<file path="src/rtl/cacheline_adaptor.sv">
// Bridges whole-line (LINE_W) cache requests to BEATS-beat BURST_W memory bursts.
// One request in flight; read beats are gathered into line_o, write lines are sliced onto burst_o.
module cacheline_adaptor #(
  parameter int LINE_W   = 256,
  parameter int BURST_W  = 64,
  parameter int OFFSET_W = 5
) (
  input  logic              clk,
  input  logic              rst,
  input  logic [31:0]       address_i,
  input  logic              read_i,
  input  logic              write_i,
  input  logic [LINE_W-1:0] line_i,
  output logic [LINE_W-1:0] line_o,
  output logic              resp_o,
  output logic [31:0]       address_o,
  output logic              read_o,
  output logic              write_o,
  output logic [BURST_W-1:0] burst_o,
  input  logic [BURST_W-1:0] burst_i,
  input  logic              resp_i
);

  localparam int BEATS = LINE_W / BURST_W;
  localparam logic [1:0] LAST_BEAT = 2'(BEATS - 1);

  typedef enum logic [1:0] {IDLE, READ, WRITE, DONE} state_t;

  state_t                          state, state_nxt;
  logic [1:0]                      cnt;
  logic [1:0]                      cnt_inc;
  logic                            last_beat;
  logic [BEATS-1:0][BURST_W-1:0]   line_q;
  logic [BEATS-1:0][BURST_W-1:0]   wline_q;

  assign cnt_inc   = cnt + 2'd1;
  assign last_beat = resp_i && (cnt == LAST_BEAT);
  assign line_o    = line_q;

  always_ff @(posedge clk) begin
    if (rst) state <= IDLE;
    else     state <= state_nxt;
  end

  always_comb begin
    state_nxt = state;
    case (state)
      IDLE: begin
        if (write_i)     state_nxt = WRITE;
        else if (read_i) state_nxt = READ;
      end
      READ, WRITE: begin
        if (last_beat) state_nxt = DONE;
      end
      DONE:    state_nxt = IDLE;
      default: state_nxt = IDLE;
    endcase
  end

  // Registered memory-side strobes and beat datapath
  always_ff @(posedge clk) begin
    if (rst) begin
      cnt       <= 2'd0;
      line_q    <= '0;
      wline_q   <= '0;
      resp_o    <= 1'b0;
      read_o    <= 1'b0;
      write_o   <= 1'b0;
      address_o <= '0;
      burst_o   <= '0;
    end else begin
      resp_o  <= (state_nxt == DONE);
      read_o  <= (state_nxt == READ);
      write_o <= (state_nxt == WRITE);
      case (state)
        IDLE: begin
          if (write_i || read_i)
            address_o <= {address_i[31:OFFSET_W], {OFFSET_W{1'b0}}};
          if (write_i) begin
            wline_q <= line_i;
            burst_o <= line_i[BURST_W-1:0];
          end
        end
        READ: begin
          if (resp_i) begin
            line_q[cnt] <= burst_i;
            if (!last_beat) cnt <= cnt_inc;
          end
        end
        WRITE: begin
          // Counter holds at the final beat; it only wraps when DONE clears it.
          if (resp_i && !last_beat) begin
            cnt     <= cnt_inc;
            burst_o <= wline_q[cnt_inc];
          end
        end
        DONE:    cnt <= 2'd0;
        default: cnt <= 2'd0;
      endcase
    end
  end

endmodule

</file>
<file path="config.mk">
export PLATFORM = sky130hd
export DESIGN_NAME = cacheline_adaptor
export DESIGN_NICKNAME = d
export VERILOG_FILES = /design/src/rtl/cacheline_adaptor.sv
export SDC_FILE = /design/constraint.sdc
export NUM_CORES = 1
export LEC_CHECK = 0
export ABC_AREA = 0
export BUFFER_PORTS_ARGS = -buffer_cell sky130_fd_sc_hd__buf_2
export CORE_UTILIZATION = 30
export DETAILED_ROUTE_END_ITERATION = 16
export PLACE_DENSITY = 0.56
export SYNTH_ARGS = -nofsm -noshare
export SYNTH_HDL_FRONTEND = slang
export SYNTH_SLANG_ARGS = --single-unit
</file>
<file path="constraint.sdc">
create_clock -name clk -period 3 [get_ports clk]
set_input_delay 0.6 -clock clk [delete_from_list [all_inputs] [get_ports clk]]
set_output_delay 0.6 -clock clk [all_outputs]
set_load 0.03 [all_outputs]
</file>
# Word-level counts from Yosys, hierarchy flattened
# Cells that the tools add are included.
[word_totals]
reg_bits = 610
latch_bits = 0
mem_bits_rw = 0
mem_bits_ro = 0
inputBits = 357
out_inout_bits = 355
wordCells = 60
memories = 0
[classes]
n_addsub = 1
mul = 0
div_mod_pow = 0
magnitude_cmp = 3
eq_ne = 11
shifts = 0
mux = 16
bitwise_logic = 0
n_reduce_logical = 14
[op_table]
columns = ["operator", "n"]
rows = [
  ["bitwise mux 256 bit", 1],
  ["two-way mux 64 bit", 4],
  ["binary-select mux 64 bit (select 2 bit)", 1],
  ["demux 64 bit (select 2 bit)", 1],
  ["one-hot mux 64 bit (2 select lines)", 1],
  ["two-way mux 2 bit", 6],
  ["one-hot mux 2 bit (3 select lines)", 2],
  ["equality test 2 bit, second input constant", 5],
  ["!= test 2 bit, second input constant", 4],
  ["less-than comparator 2 x 3 -> 1 bit, second input constant", 2],
  ["AND reduction 2 bit", 3],
  ["equality test 2 x 1 -> 1 bit, second input constant", 2],
  ["AND reduction 4 bit", 1],
  ["logical AND 1 bit", 3],
  ["AND reduction 3 bit", 1],
  ["nonzero test 3 bit", 1],
  ["adder 2 x 1 -> 2 bit, second input constant", 1],
  ["greater-or-equal comparator 2 x 1 -> 1 bit, second input constant", 1],
  ["logical NOT 2 bit", 1],
  ["nonzero test 2 bit", 1],
  ["OR reduction 2 bit", 1],
  ["logical NOT 1 bit", 1],
  ["logical OR 1 bit", 1],
]

# Logic depth before layout (Yosys ltp)
[depth]
word_depth = 6
mapped_depth = 11
mapped_depth_nobuf = 6

# Least setup slack after synthesis
# No wires, ideal clock.
[synth_timing]
path_type = "register to register"
start = "reg cnt[0]"
end = "reg burst_o[57]"
setup_time_ns = 0.141
arrival_time_ns = 2.102
required_time_ns = 2.859
slack_ns = 0.757
stages_incl_launch_ff = 12
path_buffers = 5
synth_period_minus_slack_ns = 2.243
cell_sequence = "dfxtp_1 > buf_2 > buf_4 > buf_2 > inv_1 > ha_1 > nand2b_1 > buf_2 > clkbuf_1 > o22ai_1 > nor3_2 > nor3_2"
[synth_via]
elab_chain_cells = 6
elab_cells_between_ends = 11
classes_between = "add/sub: 1; eq/ne: 2; mux: 4; reduce/logical: 4"
[synth_rtl]
columns = ["item", "line", "source"]
rows = [
  ["from (decl)", "30", "logic [1:0] cnt;"],
  ["from (signal assigned)", "87", "if (!last_beat) cnt <= cnt_inc;"],
  ["from (signal assigned)", "93", "cnt <= cnt_inc;"],
  ["branches (longest 6 deep; another with adder 2 x 1 -> 2 bit)", "--", ""],
  ["to (signal assigned)", "81", "burst_o <= line_i[BURST_W-1:0];"],
  ["to (signal assigned)", "94", "burst_o <= wline_q[cnt_inc];"],
  ["to (decl)", "19", "output logic [BURST_W-1:0] burst_o,"],
]
# Parallel ways; which one is timed is not known. The select of a mux whose other input is x is not followed.
# A chain may end at the register's enable or synchronous reset.

# Final worst setup path
[layout_timing]
start = "reg state[0]"
end = "reg burst_o[50]"
[layout_via]
elab_chain_cells = 3
elab_cells_between_ends = 7
classes_between = "eq/ne: 3; mux: 1; reduce/logical: 3"
[layout_rtl]
columns = ["item", "line", "source"]
rows = [
  ["from (decl)", "29", "state_t state, state_nxt;"],
  ["from (signal assigned)", "42", "else state <= state_nxt;"],
  ["equality test 2 bit or logical NOT 2 bit (tied branches)", "75", "case (state)"],
  ["!= test 2 bit (no source line) or nonzero test 2 bit (tied branches)", "--", ""],
  ["AND reduction 3 bit (no source line)", "--", ""],
]
# Several ways; a longest one is shown, not always the timed one.

==> summary.txt <==
Drt
  – Number of routed nets with antenna violations: 0
  – Routed wl met3: 6990 um
  – Top sig layer: met5
  – Wl on met1: 34,700 um
  – # DRC: 0
  – Length of routed met2 wiring: about 40,000 um
  – Routed vias/inst: 4.71
  – Iteration-0 DRC Markers: 1,253
  – DRT Pass-1 Iters: 5
  – WL final: 83,700 um
  – Post-DR wirelength/cell: 17.8 um
  – Vias post-DR: 22,100

STA
  – Worst Setup Slack, final: 0.717 ns
  – Slew HR: 36.8%
  – Max-slew violations: 0
  – Clock skew: 0.0272 ns
  – Final hold viol count: 0
  – Ratio of final minimum period to clock period: 76.1%
  – F_max: approximately 440 MHz
  – Setup_tns: 0 ns
  – RSZ-0062 raised after global routing: false
  – Worst slew pin tran: 0.948 ns
  – Minimum clock period: ~2.3 ns
  – Final setup vio count: 0

Run
  – Max-cap violations: 0

Hold path
  – Worst Hold End: wline_q[208]$_SDFFE_PP0P_
  – Hold Path Class: input pin to register
  – Worst Min Path Start: line_i[208]
  – Hold path cells: 3

Clocking
  – Clock Path Buffers: 3
  – H-Tree Depth: 3
  – CTS tree: built
  – Number of CTS-inserted buffers: 71
  – Post-CTS setup buffers: 0
  – Clock latency at the later pin of the worst-skew pair: ~0.61 ns
  – Hold-fix buffers, CTS: 0
  – CTS root buffer: clkbuf_16
  – PostCTS Resize Cnt: 0
  – Num Clock Sinks: 610
  – Worst-path clk slew: 0.06 ns

Global routing
  – Largest net degree at the start of global routing: 108
  – First-pass GRT wire length: 125,000 um
  – Initial antenna violation count: 40
  – Global-route total usage across every layer: 19.6%
  – Overflow after GRT: 0
  – Vias in the first global route: between 20,000 and 25,000

Place
  – Hpwl dp: 57,900 um
  – GP Congestion: ~0.83
  – Worst slack, placed: 0.698 ns
  – IO Port Bufs: 701

Layout
  – Flip-flop and latch area: 0.0122 mm^2
  – Footprint of the multi-input gates: roughly 0.011 mm^2
  – Area growth syn-to-layout: 29.6%
  – Finished Core Util: 39.4%
  – Filler cell count: 8,342
  – Share of cells above drive strength 1: 28.0%
  – Nets: 3,933

Synthesis
  – Most area-hungry cell type in the Yosys netlist: dfxtp_1
  – Mapped Area: 0.0240 mm^2
  – Synth cell types: 31
  – Simple-gate share of the synthesized area: approximately 25%
  – Most frequent cells after synthesis: nand2_1 (1,080), dfxtp_1 (610), a21oi_1 (544)
  – Mux cell area share after synthesis: 5.37%
  – Post-Synth XOR/XNOR Area: 0%
  – Synth top area cells: dfxtp_1 (51%), nand2_1 (17%), a21oi_1 (11%), mux2i_1 (5.4%), nor3_2 (5.0%)
  – Seq/Total Area, Yosys: 50.8%
  – Post-synthesis register bit count: 610
  – Asr flop ratio synth: 0%
  – Post-synthesis compound-gate area fraction: 13.2%
  – Number of enable flip-flop cells after synthesis: 0
  – Share of the synthesized area in the top cell type: 50.8%
  – Mean Syn Cell Area: 8.10 um^2
  – Top_reg_cell synth: dfxtp_1
  – Synth Warn #: 0
  – Most common cell in the synthesized netlist: nand2_1
  – Synthesized instance count: approximately 3,000
  – Largest family of logic cells by synthesized area: simple AND/OR/NAND/NOR gates
  – Post-synthesis adder-cell area fraction: 0.416%

Setup path
  – CP endpoint kind: register
  – CP max stage delay: 0.49 ns
  – Crit path cell chain: inv_1 -> ha_1 -> nor2b_4 -> a211o_4 -> buf_12 -> nor3_2 -> nor3_2
  – CP bufs+invs: 2
  – CP most frequent cell: nor3_2
  – FF-to-FF End: burst_o[50]$_SDFFE_PP0P_
  – CP required: 3.46 ns
  – RR Startpoint: state[0]$_SDFF_PP0_
  – Crit-path slowest cell: a211o_4
  – Startpoint Class: register
  – Critical path's top delay family: compound AO/OA/AOI/OAI gates
  – Worst-path maximum fanout: 27
  – Setup slack, reg-to-reg: a little over 0.7 ns
  – Crit Path Class: register to register
  – Reg2Reg Depth: 7
  – Critical Path AT: 2.74 ns

Floorplan
  – Initial Util: 30.4%
  – Die Wd: around 290 um
  – Num ports: 712
  – Core Area: 0.0791 mm^2
  – Row Count: around 100
  – Area of the die: slightly above 0.08 mm^2
  – Die Y: 285 um

Pwr
  – Clock share of power: 43.3%
  – Combinational Power Share: between 10% and 20%
  – Net Sw Frac: 27.6%
  – Psw: roughly 5700 uW
  – Max VDD drop: 0.374 mV
  – LEAKAGE: 0.0127 uW
  – Seq pwr share: 42.7%
  – P per Cell Area: 658 mW/mm^2
  – Internal power: roughly 15,000 uW

Outcome
  – Outcome: finished, final reports clean
[layer usage]
metal  up-vias  GRT usage [%]
met5         -              0
met2       635           32.6
met4        48           5.90
met3       156           6.73
li1      11000              -
met1     10300           23.9
[through the flow]
step / cell area [um^2] / power, uW / hold WS, ns / std cells
2_1_floorplan: 24100 / 10800 / 0.436 / 2972
3_3_place_gp: 28700 / 11800 / 0.438 / 4545
3_5_place_dp: 28700 / 11800 / 0.441 / 4545
4_1_cts: 31100 / 20800 / 0.175 / 4675
5_1_grt: 31100 / 21300 / 0.202 / 4684
6_report: 31200 / 20500 / 0.225 / 4690
[worst register-to-register path, delay by kind of cell (launching register included)]
| kind | cells | cell delay, ns |
|---|---|---|
| adder cells (fa/ha/maj) | 1 | 0.34 |
| AND/OR/NAND/NOR | 3 | 0.48 |
| AO/OA/AOI/OAI | 1 | 0.49 |
| flip-flops | 1 | 0.41 |
| buffers and inverters | 2 | 0.43 |
[final cells by class]
class	count	share of cell area (%)
multi-input combinational	2118	34.5
tap	1050	4.22
timing repair buffer	762	14.0
clock inverter	16	0.651
antenna	15	0.120
sequential	610	39.2
clock buffer	114	7.16
inverter	5	0.0602
[sequential cells by signal, indices dropped and copies added, names as in the netlist, 2 cells and up]
| name | cells |
|---|---|
| state | 2 |
| cnt | 2 |
| burst_o | 64 |
| address_o | 27 |
| wline_q | 256 |
| line_o | 256 |
[logic make-up (layout without fill, tap and decap cells)]
| logic type | after synthesis | count (layout) |
|---|---|---|
| AO/OA/AOI/OAI | 615 | 615 |
| adder cells (fa/ha/maj) | 8 | 8 |
| buffers and inverters | 244 | 897 |
| flip-flops | 610 | 610 |
| multiplexers | 129 | 129 |
| other | 1 | 20 |
| AND/OR/NAND/NOR | 1361 | 1361 |
[how the worst max path moves through the flow]
stage / depth (start not counted) / startpoint / slack (ns) / endpoint
6_report: 7 / state[0]$_SDFF_PP0_ / 0.72 / burst_o[50]$_SDFFE_PP0P_
5_1_grt: 7 / state[0]$_SDFF_PP0_ / 0.58 / burst_o[7]$_SDFFE_PP0P_
3_3_place_gp: 7 / cnt[0]$_SDFFE_PP0P_ / 0.72 / burst_o[59]$_SDFFE_PP0P_
3_5_place_dp: 7 / cnt[0]$_SDFFE_PP0P_ / 0.70 / burst_o[59]$_SDFFE_PP0P_
4_1_cts: 7 / state[0]$_SDFF_PP0_ / 0.71 / burst_o[50]$_SDFFE_PP0P_
2_1_floorplan: 11 / cnt[0]$_SDFFE_PP0P_ / 0.76 / burst_o[57]$_SDFFE_PP0P_
[power by group through the flow]
stage	logic [uW]	clock network, uW	registers (uW)
global route	3120	9430	8790
finish	2860	8880	8750
floorplan	1570	0	9220
detailed placement	2890	0	8920
CTS	2900	9110	8740
global placement	2880	0	8910
[cell usage in the layout (no fill, tap or decap), types with 23 or more instances in the layout]
cell       instances
nand2_1         1078
nor2_1            68
buf_12            32
nor2b_1           66
buf_2            700
clkbuf_16         74
o22ai_1           64
nor3_2           120
a21oi_1          544
clkbuf_8          23
buf_4             29
dfxtp_1          609
mux2i_1          129
Power figures use the tool's default switching activity.
